## src/rtl/mac_sequencer_pkg.sv

```systemverilog
// Shared definitions for mac_sequencer: FSM state encoding, default parameters
// and the counter-width helper used by the top level.
package mac_sequencer_pkg;

  localparam int DEF_WIDTH   = 8;
  localparam int DEF_MUL_LAT = 1;

  // 3-bit binary state encoding; the values are visible on the state_dbg port.
  typedef enum logic [2:0] {
    S_IDLE   = 3'd0,
    S_MUL_AB = 3'd1,
    S_MUL_CD = 3'd2,
    S_ADD    = 3'd3,
    S_DONE   = 3'd4
  } state_t;

  // The per-product counter runs 0..mul_lat, so it needs room for mul_lat+1.
  function automatic int cnt_width(input int mul_lat);
    return $clog2(mul_lat + 2);
  endfunction

endpackage

```

## src/rtl/mac_sequencer_mult_pipe.sv

```systemverilog
// mult_pipe: unsigned WIDTH x WIDTH multiplier followed by MUL_LAT register stages.
// The data path has no reset; the controlling FSM decides when the output is meaningful.
module mult_pipe #(
  parameter int WIDTH   = 8,
  parameter int MUL_LAT = 1
) (
  input  logic                 clk,
  input  logic [WIDTH-1:0]     x,
  input  logic [WIDTH-1:0]     y,
  output logic [2*WIDTH-1:0]   product
);

  logic [2*WIDTH-1:0] stage [MUL_LAT];

  always_ff @(posedge clk) begin
    stage[0] <= {{WIDTH{1'b0}}, x} * {{WIDTH{1'b0}}, y};
    for (int i = 1; i < MUL_LAT; i++) begin
      stage[i] <= stage[i-1];
    end
  end

  assign product = stage[MUL_LAT-1];

endmodule

```

## src/rtl/mac_sequencer.sv

```systemverilog
// mac_sequencer: computes sum = a*b + c*d with one shared multiplier and a control FSM.
// Build option: define MAC_SATURATE_EN to clamp sum to all ones on carry out (default wraps).
module mac_sequencer
  import mac_sequencer_pkg::*;
#(
  parameter int WIDTH   = DEF_WIDTH,
  parameter int MUL_LAT = DEF_MUL_LAT
) (
  input  logic                 clk,
  input  logic                 rst,
  input  logic                 start,
  input  logic                 clear,
  input  logic [WIDTH-1:0]     a,
  input  logic [WIDTH-1:0]     b,
  input  logic [WIDTH-1:0]     c,
  input  logic [WIDTH-1:0]     d,
  output logic                 busy,
  output logic                 done,
  output logic [2*WIDTH-1:0]   sum,
  output logic                 overflow,
  output logic [2:0]           state_dbg
);

  // Handshake: start is accepted only on an edge where the FSM is idle (busy=0) and
  // clear is low; starts seen while busy (including the done cycle) are dropped, not
  // queued. done pulses for one cycle when sum/overflow take their new value, and
  // the result holds until the next completion, clear or reset.

  localparam int             CW       = cnt_width(MUL_LAT);
  localparam logic [CW-1:0]  CNT_LAST = CW'(MUL_LAT);

  state_t               state;
  logic [CW-1:0]        cnt;
  logic [WIDTH-1:0]     ra, rb, rc, rd;
  logic [2*WIDTH-1:0]   p0, p1;
  logic [2*WIDTH-1:0]   product;
  logic [WIDTH-1:0]     mul_x, mul_y;
  logic [2*WIDTH:0]     total;
  logic [2*WIDTH-1:0]   sum_next;

  // Operand pair A,B is presented everywhere except MUL_CD.
  always_comb begin
    mul_x = ra;
    mul_y = rb;
    if (state == S_MUL_CD) begin
      mul_x = rc;
      mul_y = rd;
    end
  end

  always_comb begin
    total = {1'b0, p0} + {1'b0, p1};
`ifdef MAC_SATURATE_EN
    sum_next = total[2*WIDTH] ? {(2*WIDTH){1'b1}} : total[2*WIDTH-1:0];
`else
    sum_next = total[2*WIDTH-1:0];
`endif
  end

  mult_pipe #(
    .WIDTH   (WIDTH),
    .MUL_LAT (MUL_LAT)
  ) u_mult (
    .clk     (clk),
    .x       (mul_x),
    .y       (mul_y),
    .product (product)
  );

  always_ff @(posedge clk) begin
    if (rst) begin
      state    <= S_IDLE;
      cnt      <= '0;
      ra       <= '0;
      rb       <= '0;
      rc       <= '0;
      rd       <= '0;
      p0       <= '0;
      p1       <= '0;
      busy     <= 1'b0;
      done     <= 1'b0;
      sum      <= '0;
      overflow <= 1'b0;
    end else if (clear) begin
      state    <= S_IDLE;
      cnt      <= '0;
      busy     <= 1'b0;
      done     <= 1'b0;
      sum      <= '0;
      overflow <= 1'b0;
    end else begin
      done <= 1'b0;
      case (state)
        S_IDLE: begin
          if (start) begin
            ra    <= a;
            rb    <= b;
            rc    <= c;
            rd    <= d;
            cnt   <= '0;
            busy  <= 1'b1;
            state <= S_MUL_AB;
          end
        end
        // The pipe output is valid for the current pair on the last counted cycle.
        S_MUL_AB: begin
          if (cnt == CNT_LAST) begin
            p0    <= product;
            cnt   <= '0;
            state <= S_MUL_CD;
          end else begin
            cnt <= cnt + CW'(1);
          end
        end
        S_MUL_CD: begin
          if (cnt == CNT_LAST) begin
            p1    <= product;
            cnt   <= '0;
            state <= S_ADD;
          end else begin
            cnt <= cnt + CW'(1);
          end
        end
        S_ADD: begin
          sum      <= sum_next;
          overflow <= total[2*WIDTH];
          done     <= 1'b1;
          state    <= S_DONE;
        end
        S_DONE: begin
          busy  <= 1'b0;
          state <= S_IDLE;
        end
        default: begin
          busy  <= 1'b0;
          cnt   <= '0;
          state <= S_IDLE;
        end
      endcase
    end
  end

  assign state_dbg = state;

endmodule

```

## config.mk

```make
export PLATFORM = sky130hd
export DESIGN_NAME = mac_sequencer
export DESIGN_NICKNAME = d
export VERILOG_FILES = /design/src/rtl/mac_sequencer_pkg.sv /design/src/rtl/mac_sequencer_mult_pipe.sv /design/src/rtl/mac_sequencer.sv
export SDC_FILE = /design/constraint.sdc
export NUM_CORES = 1
export LEC_CHECK = 0
export CAP_MARGIN = 30
export CORE_MARGIN = 1.5
export CORE_UTILIZATION = 58
export DETAILED_ROUTE_END_ITERATION = 12
export PLACE_DENSITY = 0.9
export SLEW_MARGIN = 10
export SYNTH_ARGS = -nofsm -noshare
export SYNTH_HDL_FRONTEND = slang
export SYNTH_SLANG_ARGS = --single-unit
```

## constraint.sdc

```tcl
create_clock -name clk -period 6.8 [get_ports clk]
set_clock_uncertainty 0.05 [all_clocks]
set_input_delay 1.36 -clock clk [delete_from_list [all_inputs] [get_ports clk]]
set_output_delay 1.36 -clock clk [all_outputs]
set_load 0.02 [all_outputs]
```

======== Word level (Yosys, flattened, before mapping) ========
Memory sizes are Yosys's and may differ from the RTL's.
Index checks and enable logic that the tools add are counted.
operators by class
  add/subtract/negate cells ............... 2
  multipliers ............................. 1
  equality and inequality tests ........... 8
  mux-type cells .......................... 12
  bitwise operators ....................... 3
  reductions and logical operators ........ 11
operators with widths
  operator                                                                 count
  16-bit by 16-bit adder with 17-bit output                                1
  8-bit by 8-bit multiplier with 16-bit output                             1
  8-bit two-way mux                                                        2
  3-bit case mux with 4 select lines                                       1
  3-bit AND reduction                                                      4
  3-bit two-way mux                                                        3
  3-bit by 2-bit equality test with 1-bit output, second input constant    2
  2-bit case mux with 3 select lines                                       1
  2-bit OR reduction                                                       3
  2-bit two-way mux                                                        2
  2-bit inequality test, second input constant                             2
  2-bit AND reduction                                                      2
  3-bit by 1-bit equality test with 1-bit output, second input constant    1
  3-bit equality test, second input constant                               1
  3-bit logical NOT                                                        1
  1-bit NOT                                                                3
  3-bit OR reduction                                                       1
  2-bit by 1-bit adder with 2-bit output, second input constant            1
  2-bit by 1-bit equality test with 1-bit output, second input constant    1
  1-bit two-way mux                                                        2
  2-bit by 1-bit inequality test with 1-bit output, second input constant  1
  1-bit case mux with 2 select lines                                       1
word-level totals
  register bits ........................... 88
  memory bits (writable) .................. 16
  input bits .............................. 36
  logic and storage cells ................. 50
  memories ................................ 1
memories
  memory        depth  bits a word  rd ports  clocked after Yosys merged registers in  write ports  line                           source
  u_mult.stage  1      16           1         0                                        1            mac_sequencer_mult_pipe.sv:13  logic [2*WIDTH-1:0] stage [MUL_LAT];

======== Logic depth before layout (Yosys ltp) ========
  depth in word-level cells ............... 4
  gate-level depth with buffers ........... 21
  depth with buffers taken out ............ 18

======== Modules after synthesis ========
From an unflattened synthesis, not the netlist that was laid out.
unflattened totals
  cell total of the unflattened synthesis .. 788
  area, all modules ....................... 6632.6 um^2
by module, submodules not included
  module         times used  cells each  area an instance (um^2)
  mac_sequencer  1           505         4078.9
  mult_pipe      1           283         2553.7

======== Worst setup path after synthesis ========
No wires, ideal clock.
  path type ............................... flip-flop to flip-flop
  from .................................... register state[1] (netlist: state_dbg[1])
  to ...................................... memory u_mult.stage[0][12] (netlist name)
  data arrival time ....................... 5.159 ns
  data required time ...................... 6.678 ns
  path slack .............................. 1.519 ns
  cell stages (with the launch flop) ...... 19
  buffers on the path ..................... 2
  path through ............................ dfxtp_1 -> nor3b_1 -> buf_4 -> buf_6 -> mux2i_1 -> or2_2 -> fa_1 -> fa_1 -> inv_1 -> fa_1 -> inv_1 -> fa_1 -> inv_1 -> ha_1 -> or2_2 -> a21boi_0 -> o31ai_1 -> a21oi_1 -> xnor2_1
on the way
  longest elaborated chain between the ends .. 3
  elaborated cells between the ends (all ways) .. 4
  those cells by class .................... mul: 1; eq/ne: 1; mux: 2
ends and longest elaborated chain
  item                                              line                           source
  start, declared                                   mac_sequencer.sv:32            state_t state;
  start signal, assigned                            mac_sequencer.sv:72            state <= S_IDLE;
  start signal, assigned                            mac_sequencer.sv:85            state <= S_IDLE;
  start signal, assigned                            mac_sequencer.sv:102           state <= S_MUL_AB;
  3-bit by 2-bit equality test with 1-bit output *  mac_sequencer.sv:45            if (state == S_MUL_CD) begin
  8-bit two-way mux                                 mac_sequencer.sv:45
  8-bit by 8-bit multiplier with 16-bit output *    mac_sequencer_mult_pipe.sv:16  stage[0] <= {{WIDTH{1'b0}}, x} * {{WIDTH{1'b0}}, y};
  end, declared                                     mac_sequencer_mult_pipe.sv:13
Mark *: on every way between the ends. The rest lies on a longest branch, timed or not.

======== Worst setup path after layout ========
  from .................................... register state[1] (netlist: state_dbg[1])
  to ...................................... memory u_mult.stage[0][15] (netlist name)
Same word-level chain as after synthesis.

==> results.toml <==
[run_status]
outcome = "complete, no violations"

[route]
antenna_left = 0
wl_met1_mm = 5.86
routedWlPerCell_um = 14.5
firstDrtPassIters = 5
top_layer = "met4"
wl_met3_um = 641
num_vias = 5261
wl_met2_mm = 6.91
drc = 0
vias_per_cell = 5.56
routed_wl_mm = 13.7
drtIter0Drc = 385

[yosys]
syn_area_mm2 = 0.00641
synth_cells = 760
async_reset_ff_share_pct = 0
synth-edff-count = 0
ys_types = 57
synth-seq-area-share_pct = 32.5
yosysMostFrequentCell = "nand2_1"
yosysTopAreaCell = "dfxtp_1"
syn_nets = 885
synth_top_area_share_pct = 32.5
synth-seq-cells = 104
ys_warn_count = 0
synth_flop_cell = "dfxtp_1"
synth_common_cells = "nand2_1, dfxtp_1, nor2_1"
syn_avg_cell_area_um2 = 8.44
synthTopCellsByArea = "dfxtp_1, fa_1, ha_1, nand2_1, a21oi_1"

[die]
fp.dieW_um = 108
die_area_mm2 = 0.0117
fp.dieH_um = 108
io_pins = 58
fp-row-count = 38
coreArea_mm2 = 0.0108
initial_core_util_pct = 59.4

[sta]
final-hold-violation-count = 0
rsz0062_at_grt = "false"
drv_slew = 0
finalCriticalPeriod_ns = 5.70
setup_viol_count_final = 0
fmax_mhz = 176
whs_ns = 0.405
worst_slew_pin_slew_ns = 0.934
fin_crit_sh_pct = 83.8
tns_ns = 0
relSlewSlack_pct = 37.7

[clocking]
cts_tree = "built"
cts_resized = 0
post_cts_buffers = 0
cts_root_buf = "clkbuf_8"
clk_latency_ns = 0.38
clock_path_buffers = 2
cts_buffers = 9
path_clk_slew_ns = 0.10
clock_sinks = 104
cts_hold_buf = 0
h-tree-depth = 3

[place]
hpwl_mm = 10.3
port-buffer-count = 57
gp_congestion = 0.892
dp.cells = 931

[worst_setup_path]
reg2reg_to = "u_mult.stage[0][15]$_DFF_P_"
critPathMaxFanout = 18
reg2reg_depth = 18
reg2reg_slack_ns = 1.10
end_kind = "flop"
reg2reg_from = "state_dbg[1]$_SDFFE_PP0P_"
max_stage_delay_ns = 0.68
endpoint = "u_mult.stage[0][15]$_DFF_P_"
startpoint = "state_dbg[1]$_SDFFE_PP0P_"
required_ns = 7.04
path_cells = "nor3b_2, buf_4, mux2i_1, or2_2, fa_1, fa_1, inv_1, fa_1, inv_1, fa_1, inv_1, ha_1, or2_2, nand2_1, a21oi_1, o21ai_0, nor2_1, a211oi_1"
start_kind = "flop"
arrival_ns = 5.94
path_common_cell = "fa_1"
slowest_stage = "mux2i_1"
critPathKind = "reg2reg"

[global_route]
first_global_vias = 4912
grt_first_pass_wirelength_mm = 22.6
grt_max_degree = 36
grt_antenna_before_repair = 0
grt_usage_pct = 24.2
overflow = 0

[power_and_ir_drop]
pwr_density_cell_mw_per_mm2 = 161
p_leak_nw = 3.27
peakVddDrop_v = 0.000121
fin_total_pwr_w = 0.00118

[cells_and_area]
utilization_pct = 67.8
area_delta_synth_final_pct = 14.2
num-fill-cells = 821
nets = 928
fin_cells = 947
drive_above_1_share_pct = 5.58
diodes = 0

[flow_run]
maxCapViolCount = 0

[worst_hold_path]
holdCritPathClass = "reg2reg"
-- layout make-up --
class	count	area [um^2]	area share (%)
multi-input cells	557	3940	53.8
clock buffers	9	124	1.69
inverters	69	259	3.54
repair buffers	62	627	8.56
well taps	140	175	2.39
flip-flops and latches	104	2080	28.4
clock inverters	6	116	1.59
-- power breakdown --
| part | total, W | switching (W) | leakage, nW | internal (W) |
|---|---|---|---|---|
| Clock | 0.000462 | 0.000216 | 0.120 | 0.000246 |
| Combinational | 0.0000896 | 0.0000496 | 2.31 | 0.0000400 |
| Sequential | 0.000630 | 0.00000894 | 0.842 | 0.000621 |
| Total | 0.00118 | 0.000275 | 3.27 | 0.000907 |
-- placed cells by master, fill, tap and decap left out, drive strengths merged, types with 5 or more instances in the layout --
| master | count |
|---|---|
| and2 | 6 |
| nor3 | 10 |
| nor2 | 89 |
| clkbuf | 9 |
| a21oi | 76 |
| nand2 | 124 |
| nand2b | 5 |
| mux2i | 32 |
| clkdlybuf4s50 | 56 |
| buf | 6 |
| fa | 37 |
| xnor2 | 11 |
| ha | 52 |
| inv | 71 |
| o21ai | 12 |
| nand3 | 9 |
| xor2 | 5 |
| o21a | 5 |
| dfxtp | 104 |
| and3 | 5 |
| or2 | 18 |
| a21o | 8 |
-- per-layer routing --
metal	track usage [%]	vias up
li1	-	2596
met1	31.2	2468
met2	41.6	171
met3	3.38	26
met4	8.55	0
met5	0	-
-- per-stage QoR --
stage,setup WS [ns],area (um^2)
after detailed placement,1.24,7070
after floorplan,1.52,6410
after global placement,1.42,7040
after CTS,1.18,7310
final,1.10,7320
after global routing,0.818,7320
-- logic make-up after synthesis --
logic type               share of synthesized area (%)
flip-flops                                        32.5
multiplexers                                      5.35
AO/OA/AOI/OAI                                     12.7
XOR/XNOR                                          2.18
buffers and inverters                             6.24
AND/OR/NAND/NOR                                   19.4
adder cells (fa/ha/maj)                           21.7
-- worst min path at each step --
stage                                          start                   to  slack (ns)  depth (start not counted)
after floorplan                  cnt[1]$_SDFFE_PP0P_  cnt[1]$_SDFFE_PP0P_        0.37                          2
after detailed placement  u_mult.stage[0][8]$_DFF_P_   p1[8]$_SDFFE_PP0P_        0.39                          2
after global routing             sum[3]$_SDFFE_PP0P_  sum[3]$_SDFFE_PP0P_        0.43                          2
after CTS                 u_mult.stage[0][9]$_DFF_P_   p1[9]$_SDFFE_PP0P_        0.40                          2
final                     u_mult.stage[0][6]$_DFF_P_   p1[6]$_SDFFE_PP0P_        0.40                          2
after global placement           cnt[1]$_SDFFE_PP0P_  cnt[1]$_SDFFE_PP0P_        0.39                          2
-- state kept, by name, indices dropped and copies added, names as in the netlist --
name	cells
done	1
cnt	2
rd	8
p0	16
state_dbg	3
busy	1
u_mult.stage	16
sum	16
p1	16
rc	8
rb	8
overflow	1
ra	8
-- worst max-delay path, delay by kind of cell, from the launching register on --
kind                       cells  cell delay, ns
AOI/OAI and AO/OA              3            0.63
adders and majority gates      5            2.34
buffers and inverters          4            0.49
DFF                            1            0.47
muxes                          1            0.68
and+or+nand+nor                5            0.94
Note: power is estimated with default switching activity, not from simulation.
